**src/rtl/tick_scheduler.sv**
```systemverilog
// Multi-channel programmable tick / slow-clock generator. Each channel divides clk_i by a
// run-time period; updates to a running channel are deferred to its next tick boundary.
module tick_scheduler #(
  parameter int unsigned NCH            = 4,
  parameter int unsigned CW             = 28,
  parameter int unsigned DEFAULT_PERIOD = 5000000,
  localparam int unsigned ChW           = (NCH > 1) ? $clog2(NCH) : 1
) (
  input  logic              clk_i,
  input  logic              rst_ni,
  input  logic              cfg_valid_i,
  output logic              cfg_ready_o,
  input  logic [ChW-1:0]    cfg_ch_i,
  input  logic [CW-1:0]     cfg_period_i,
  input  logic [NCH-1:0]    ch_en_i,
  output logic [NCH-1:0]    tick_o,
  output logic [NCH-1:0]    slow_clk_o,
  output logic              busy_o
);

  localparam logic [CW-1:0] DefPeriod = CW'(DEFAULT_PERIOD);
  localparam logic [CW-1:0] One       = CW'(1);

  typedef enum logic {StIdle, StRun} ch_state_e;

  logic [NCH-1:0][CW-1:0] active_q, active_d;
  logic [NCH-1:0][CW-1:0] shadow_q, shadow_d;
  logic [NCH-1:0][CW-1:0] cnt_q, cnt_d;
  logic [NCH-1:0]         pending_q, pending_d;
  logic [NCH-1:0]         tick_q, tick_d;
  logic [NCH-1:0]         slow_q, slow_d;

  ch_state_e      ch_state [NCH];
  logic [NCH-1:0] wr_hit;
  logic           ch_in_range;
  logic           cfg_fire;
  logic [CW-1:0]  wr_period;

  // Out-of-range channel selects are always ready so the write is consumed and dropped.
  assign ch_in_range = 32'(cfg_ch_i) < NCH;
  assign cfg_ready_o = ch_in_range ? ~pending_q[cfg_ch_i] : 1'b1;
  assign cfg_fire    = cfg_valid_i & cfg_ready_o & ch_in_range;
  assign wr_period   = (cfg_period_i == '0) ? One : cfg_period_i;

  assign tick_o     = tick_q;
  assign slow_clk_o = slow_q;
  assign busy_o     = |pending_q;

  always_comb begin
    for (int unsigned c = 0; c < NCH; c++) begin
      ch_state[c] = ch_en_i[c] ? StRun : StIdle;
      wr_hit[c]   = cfg_fire && (32'(cfg_ch_i) == c);
    end
  end

  always_comb begin
    active_d  = active_q;
    shadow_d  = shadow_q;
    cnt_d     = cnt_q;
    pending_d = pending_q;
    tick_d    = tick_q;
    slow_d    = slow_q;
    for (int unsigned c = 0; c < NCH; c++) begin
      unique case (ch_state[c])
        StIdle: begin
          cnt_d[c]  = One;
          tick_d[c] = 1'b0;
          if (pending_q[c]) begin
            active_d[c]  = shadow_q[c];
            pending_d[c] = 1'b0;
          end
          // A write can only land here with pending clear, so it never races the apply.
          if (wr_hit[c]) begin
            active_d[c] = wr_period;
          end
        end
        StRun: begin
          // >= lets a period lowered below the running count still end on the next edge.
          if (cnt_q[c] >= active_q[c]) begin
            tick_d[c] = 1'b1;
            cnt_d[c]  = One;
            slow_d[c] = ~slow_q[c];
            if (pending_q[c]) begin
              active_d[c]  = shadow_q[c];
              pending_d[c] = 1'b0;
            end
          end else begin
            cnt_d[c]  = cnt_q[c] + One;
            tick_d[c] = 1'b0;
          end
          if (wr_hit[c]) begin
            shadow_d[c]  = wr_period;
            pending_d[c] = 1'b1;
          end
        end
        default: ;
      endcase
    end
  end

  always_ff @(posedge clk_i or negedge rst_ni) begin
    if (!rst_ni) begin
      active_q  <= {NCH{DefPeriod}};
      shadow_q  <= {NCH{DefPeriod}};
      cnt_q     <= {NCH{One}};
      pending_q <= '0;
      tick_q    <= '0;
      slow_q    <= '0;
    end else begin
      active_q  <= active_d;
      shadow_q  <= shadow_d;
      cnt_q     <= cnt_d;
      pending_q <= pending_d;
      tick_q    <= tick_d;
      slow_q    <= slow_d;
    end
  end

endmodule

```
**config.mk**
```make
export PLATFORM = sky130hd
export DESIGN_NAME = tick_scheduler
export DESIGN_NICKNAME = d
export VERILOG_FILES = /design/src/rtl/tick_scheduler.sv
export SDC_FILE = /design/constraint.sdc
export NUM_CORES = 1
export LEC_CHECK = 0
export ABC_AREA = 1
export BUFFER_PORTS_ARGS = -buffer_cell sky130_fd_sc_hd__buf_2
export CAP_MARGIN = 20
export CORE_ASPECT_RATIO = 0.6
export CORE_MARGIN = 2
export CORE_UTILIZATION = 50
export CTS_CLUSTER_SIZE = 8
export DETAILED_ROUTE_END_ITERATION = 7
export PLACE_DENSITY = 0.67
export SLEW_MARGIN = 20
export SYNTH_ARGS = -nofsm -noshare
export SYNTH_HDL_FRONTEND = slang
export SYNTH_SLANG_ARGS = --single-unit
```
**constraint.sdc**
```tcl
create_clock -name clk_i -period 3 [get_ports clk_i]
set_clock_uncertainty 0.05 [all_clocks]
set_input_delay 0.75 -clock clk_i [delete_from_list [all_inputs] [get_ports clk_i]]
set_output_delay 0.75 -clock clk_i [all_outputs]
set_load 0.1 [all_outputs]
```
=== Word level (Yosys, flattened, before mapping) ===
Cells that the tools add are included.

* $add $sub $neg: 4
* $mul: 0
* Div/mod/pow operators: 0
* Magnitude comparators: 5
* Equality and inequality tests: 11
* Shift operators: 0
* Mux-type cells: 51
* Bitwise gates (word level): 10
* Reduce and logical (&&, ||, !) cells: 15

{| class="wikitable"
|+ Operators by type and width
! kind !! count
|-
| 28-bit two-way mux || 17
|-
| 28-bit one-hot mux with 2 select lines || 8
|-
| 28-bit by 1-bit adder with 28-bit output (second input constant) || 4
|-
| 28-bit >= comparator || 4
|-
| 28-bit zero test || 1
|-
| 1-bit two-way mux || 17
|-
| 1-bit one-hot mux with 2 select lines || 8
|-
| 2-bit AND reduction || 8
|-
| 3-bit by 1-bit != test with 1-bit output (second input constant) || 4
|-
| 1-bit NOT || 9
|-
| 2-bit by 1-bit != test with 1-bit output (second input constant) || 4
|-
| 2-bit equality test (second input constant) || 2
|-
| 1-bit logical AND || 4
|-
| 4-bit OR reduction || 1
|-
| 2-bit by 3-bit less-than comparator with 1-bit output (second input constant) || 1
|-
| 1-bit binary-select mux with 2-bit select || 1
|-
| 2-bit by 1-bit equality test with 1-bit output (second input constant) || 1
|-
| 2-bit zero test || 1
|-
| 1-bit bitwise AND || 1
|}

* Register bits: 348
* Bits in latches: 0
* RAM bits: 0
* ROM bits: 0
* Input port bits: 37
* Output and inout bits: 10
* Logic and storage cells: 117
* Memories kept: 0

=== Longest topological paths before layout ===
* Depth after elaboration: 7
* Gate-level depth with buffers: 14
* Mapped depth without buffers: 13

=== Least setup slack after synthesis ===
Ideal clock, no wire load.

* Path type: reg-to-output
* Start point: reg pending_q[2]
* End point: out busy_o
* Arrival: 1586 ps
* Data required time: 2200 ps
* Setup slack: 614 ps
* Cell stages (with the launch flop): 5
* Path buffers: 2
* Cell sequence: dfrtp_1 buf_2 buf_1 nor2_1 nand3_1

* Cells in the longest elaborated chain, start to end: 1

{| class="wikitable"
|+ Ends and longest elaborated chain
! what !! RTL line !! RTL
|-
| start, declared || 29 || <nowiki>logic [NCH-1:0] pending_q, pending_d;</nowiki>
|-
| start signal, assigned || 113 || <nowiki>pending_q <= pending_d;</nowiki>
|-
| 4-bit OR reduction || 47 || <nowiki>assign busy_o = |pending_q;</nowiki>
|-
| end, declared || 18 || <nowiki>output logic busy_o</nowiki>
|}

No other way between the ends.

=== Worst setup path after layout ===
* Start point: reg pending_q[3]
* End point: out cfg_ready_o

* Cells in the longest elaborated chain, start to end: 3

{| class="wikitable"
|+ Ends and longest elaborated chain
! what !! RTL line !! RTL
|-
| 1-bit binary-select mux with 2-bit select || 41 || <nowiki>assign cfg_ready_o = ch_in_range ? ~pending_q[cfg_ch_i] : 1'b1;</nowiki>
|-
| 1-bit two-way mux (not written as such) || 41 ||
|-
| 1-bit NOT || 41 ||
|-
| end, declared || 12 || <nowiki>output logic cfg_ready_o,</nowiki>
|}

No other way between the ends. The select of a mux whose other input is x is not followed.

==> results.json <==
{
  "holdBufCountCts": 0,
  "status": "finished, final reports clean",
  "drive_gt1_share_pct": 9.000,
  "post_cts_buffers": 0,
  "num_rows": 57,
  "p_total_mw": 14.36,
  "crit_chain": "nand3_1 -> nand2_2 -> nor2_8 -> buf_2",
  "synth_top_area_cell": "dfrtp_1",
  "fin_area_um2": 23270,
  "grt_pass1_vias": 17920,
  "initial_core_util_pct": 51.17,
  "overflow": 0,
  "grt_pass1_wl_mm": 98.84,
  "io_buffers": 46,
  "gp_congestion": 0.9505,
  "peakVddDrop_mv": 0.4327,
  "dr.pass1.iters": 6,
  "yosysMostFrequentCell": "nand2_1",
  "htreeDepth": 2,
  "clkLatencyLatePin_ps": 560,
  "die_area_um2": 43450,
  "nets": 3013,
  "netlist_top_cells_count": "729 x nand2_1, 409 x nor2_1, 330 x inv_1, 280 x dfrtp_1, 203 x a21oi_1",
  "final_util_pct": 57.04,
  "drt_iter0_markers": 1998,
  "slowest_delay_ps": 480,
  "synth.avg_cell_area_um2": 7.386,
  "fp.dieH_um": 162.3,
  "max_freq_ghz": 0.3701,
  "post_cts_resized": 0,
  "power_leakage_nw": 11.83,
  "hold_class": "in -> async",
  "synth_compound_area_share_pct": 9.609,
  "syn_area_um2": 20870,
  "synth_cells": 2826,
  "layout_min_cycle_time_ps": 2702,
  "drt_wl_total_mm": 62.48,
  "io_pins": 47,
  "p_per_area_nw_per_um2": 617.1,
  "ant_nets": 0,
  "synthSimpleGateAreaFrac_pct": 28.34,
  "syn-num-nets": 2979,
  "fin_hold_ws_ps": 158.9,
  "cts.sinks": 348,
  "clock_path_buffers": 3,
  "cap_violations": 0,
  "placed_cell_area_um2": 21810,
  "synth.mux.area_fraction_pct": 0.09591,
  "wl_per_cell_um": 18.06,
  "synth-seq-area-share_pct": 42.13,
  "finalSetupViolations": 0,
  "yosys_register_bits": 348,
  "min_period_over_period_pct": 90.07,
  "rsz0062_at_grt": "no",
  "synth_cell_types": 36,
  "clkSlewWorstSetupHoldPaths_ps": 50,
  "cp.arrival_ps": 1900,
  "worstSetupStartpointType": "register",
  "finalMaxSlewViolations": 0,
  "cts_root_buf": "clkbuf_16",
  "routed_via_density": 5.491,
  "worstPathRequired_ps": 2200,
  "worst-path-buf-inv": 1,
  "worstPathMaxFanout": 8,
  "synth-edff-count": 0,
  "fin_setup_tns_ps": 0,
  "vias": 19000,
  "hpwlAfterDp_mm": 44.07,
  "die_x_um": 267.8,
  "yosysTopAreaCellShare_pct": 33.57,
  "worstMarginPinSlew_ps": 828.3,
  "grt_max_degree": 81,
  "synth_flop_cell": "dfrtp_1",
  "final_hold_viol_count": 0,
  "synth-adder-area-share_pct": 6.953,
  "cts_made_buffers": 49,
  "drc": 0,
  "area_growth_pct": 11.47,
  "diodes": 0,
  "cp-end-kind": "primary output",
  "synth_top_family_by_area": "simple AND/OR/NAND/NOR gates",
  "synth_area_leaders": "dfrtp_1 34%, nand2_1 13%, dfstp_2 8.6%, nor2_1 7.4%, ha_1 7.0%",
  "core_area_um2": 40790,
  "crit_path_top_delay_cell": "dfrtp_2",
  "synth-xor-area-share_pct": 3.567,
  "yosysWarnings": 0,
  "async_flop_share_pct": 100.0,
  "grt_usage_pct": 29.21,
  "cts_tree": "done",
  "antenna_found_initial": 0,
  "critical_path_class": "reg -> out",
  "critPathTopFamily": "flip-flops",
  "relSlewSlack_pct": 44.70
}
where the power goes:
group          switching [mW]  internal [mW]
clock                    2.14           3.24
combinational            1.94           1.07
sequential              0.437           5.53
total                    4.51           9.85
cell usage in the layout, fill, tap and decap left out, types with 11 or more instances in the layout:
cell and n:
nor3_1 46, dfrtp_1 278, o21ai_0 27, clkbuf_16 51, nand4_1 149, dfstp_2 68
nor2_1 406, ha_1 116, inv_1 330, xor2_1 46, nand2_1 729, buf_2 44
buf_12 11, o21ai_1 150, clkbuf_1 38, a21oi_1 202, nand3_1 58, buf_4 57
xnor2_1 39
path summary, 6_finish.rpt:
| path | start | slack [ps] | cells past startpoint | end |
|---|---|---|---|---|
| worst max-delay path | pending_q[3] | 300 | 4 | cfg_ready_o |
| worst min-delay path | rst_ni | 160 | 1 | cnt_q[107] |
| worst max register to register | active_q[75] | 540 | 13 | active_q[66] |
| worst min register to register | shadow_q[36] | 430 | 2 | shadow_q[36] |
| max in group asynchronous | rst_ni | 1840 | 2 | shadow_q[95] |
| min in group clk_i | shadow_q[36] | 430 | 2 | shadow_q[36] |
routing by layer:
metal	up-vias	GRT usage [%]	share of wire [%]
met5	-	0	0
met4	0	7.796	2.6
met3	110	9.142	11
met2	782	41.13	40
met1	8939	43.10	46
li1	9169	-	-
cells by family after synthesis:
| group | Yosys count |
|---|---|
| simple gates | 1415 |
| flops | 348 |
| compound gates | 394 |
| fa+ha+maj | 116 |
| xor+xnor | 85 |
| mux | 2 |
| buf+inv | 466 |
area by class of cell:
class / count / area, um2
multi-input cells: 2012 / 10170
fillers: 3774 / 17530
flip-flops and latches: 348 / 8796
clock inverters: 2 / 38.79
repair buffers: 113 / 883.3
clock buffers: 89 / 1419
inverters: 336 / 1261
well taps: 560 / 700.7
metrics by stage:
| stage | cells | setup WS [ps] |
|---|---|---|
| floorplan | 2826 | 614.4 |
| global placement | 3369 | 438.7 |
| detailed placement | 3369 | 444.8 |
| CTS | 3460 | 277.7 |
| global route | 3460 | 221.6 |
| finish | 3460 | 297.8 |
flip-flops by register name (all words and copies together) (netlist names):
| name | count |
|---|---|
| active_q | 112 |
| cnt_q | 112 |
| pending_q | 4 |
| shadow_q | 112 |
| slow_clk_o | 4 |
| tick_o | 4 |
Power figures use the tool's default switching activity.
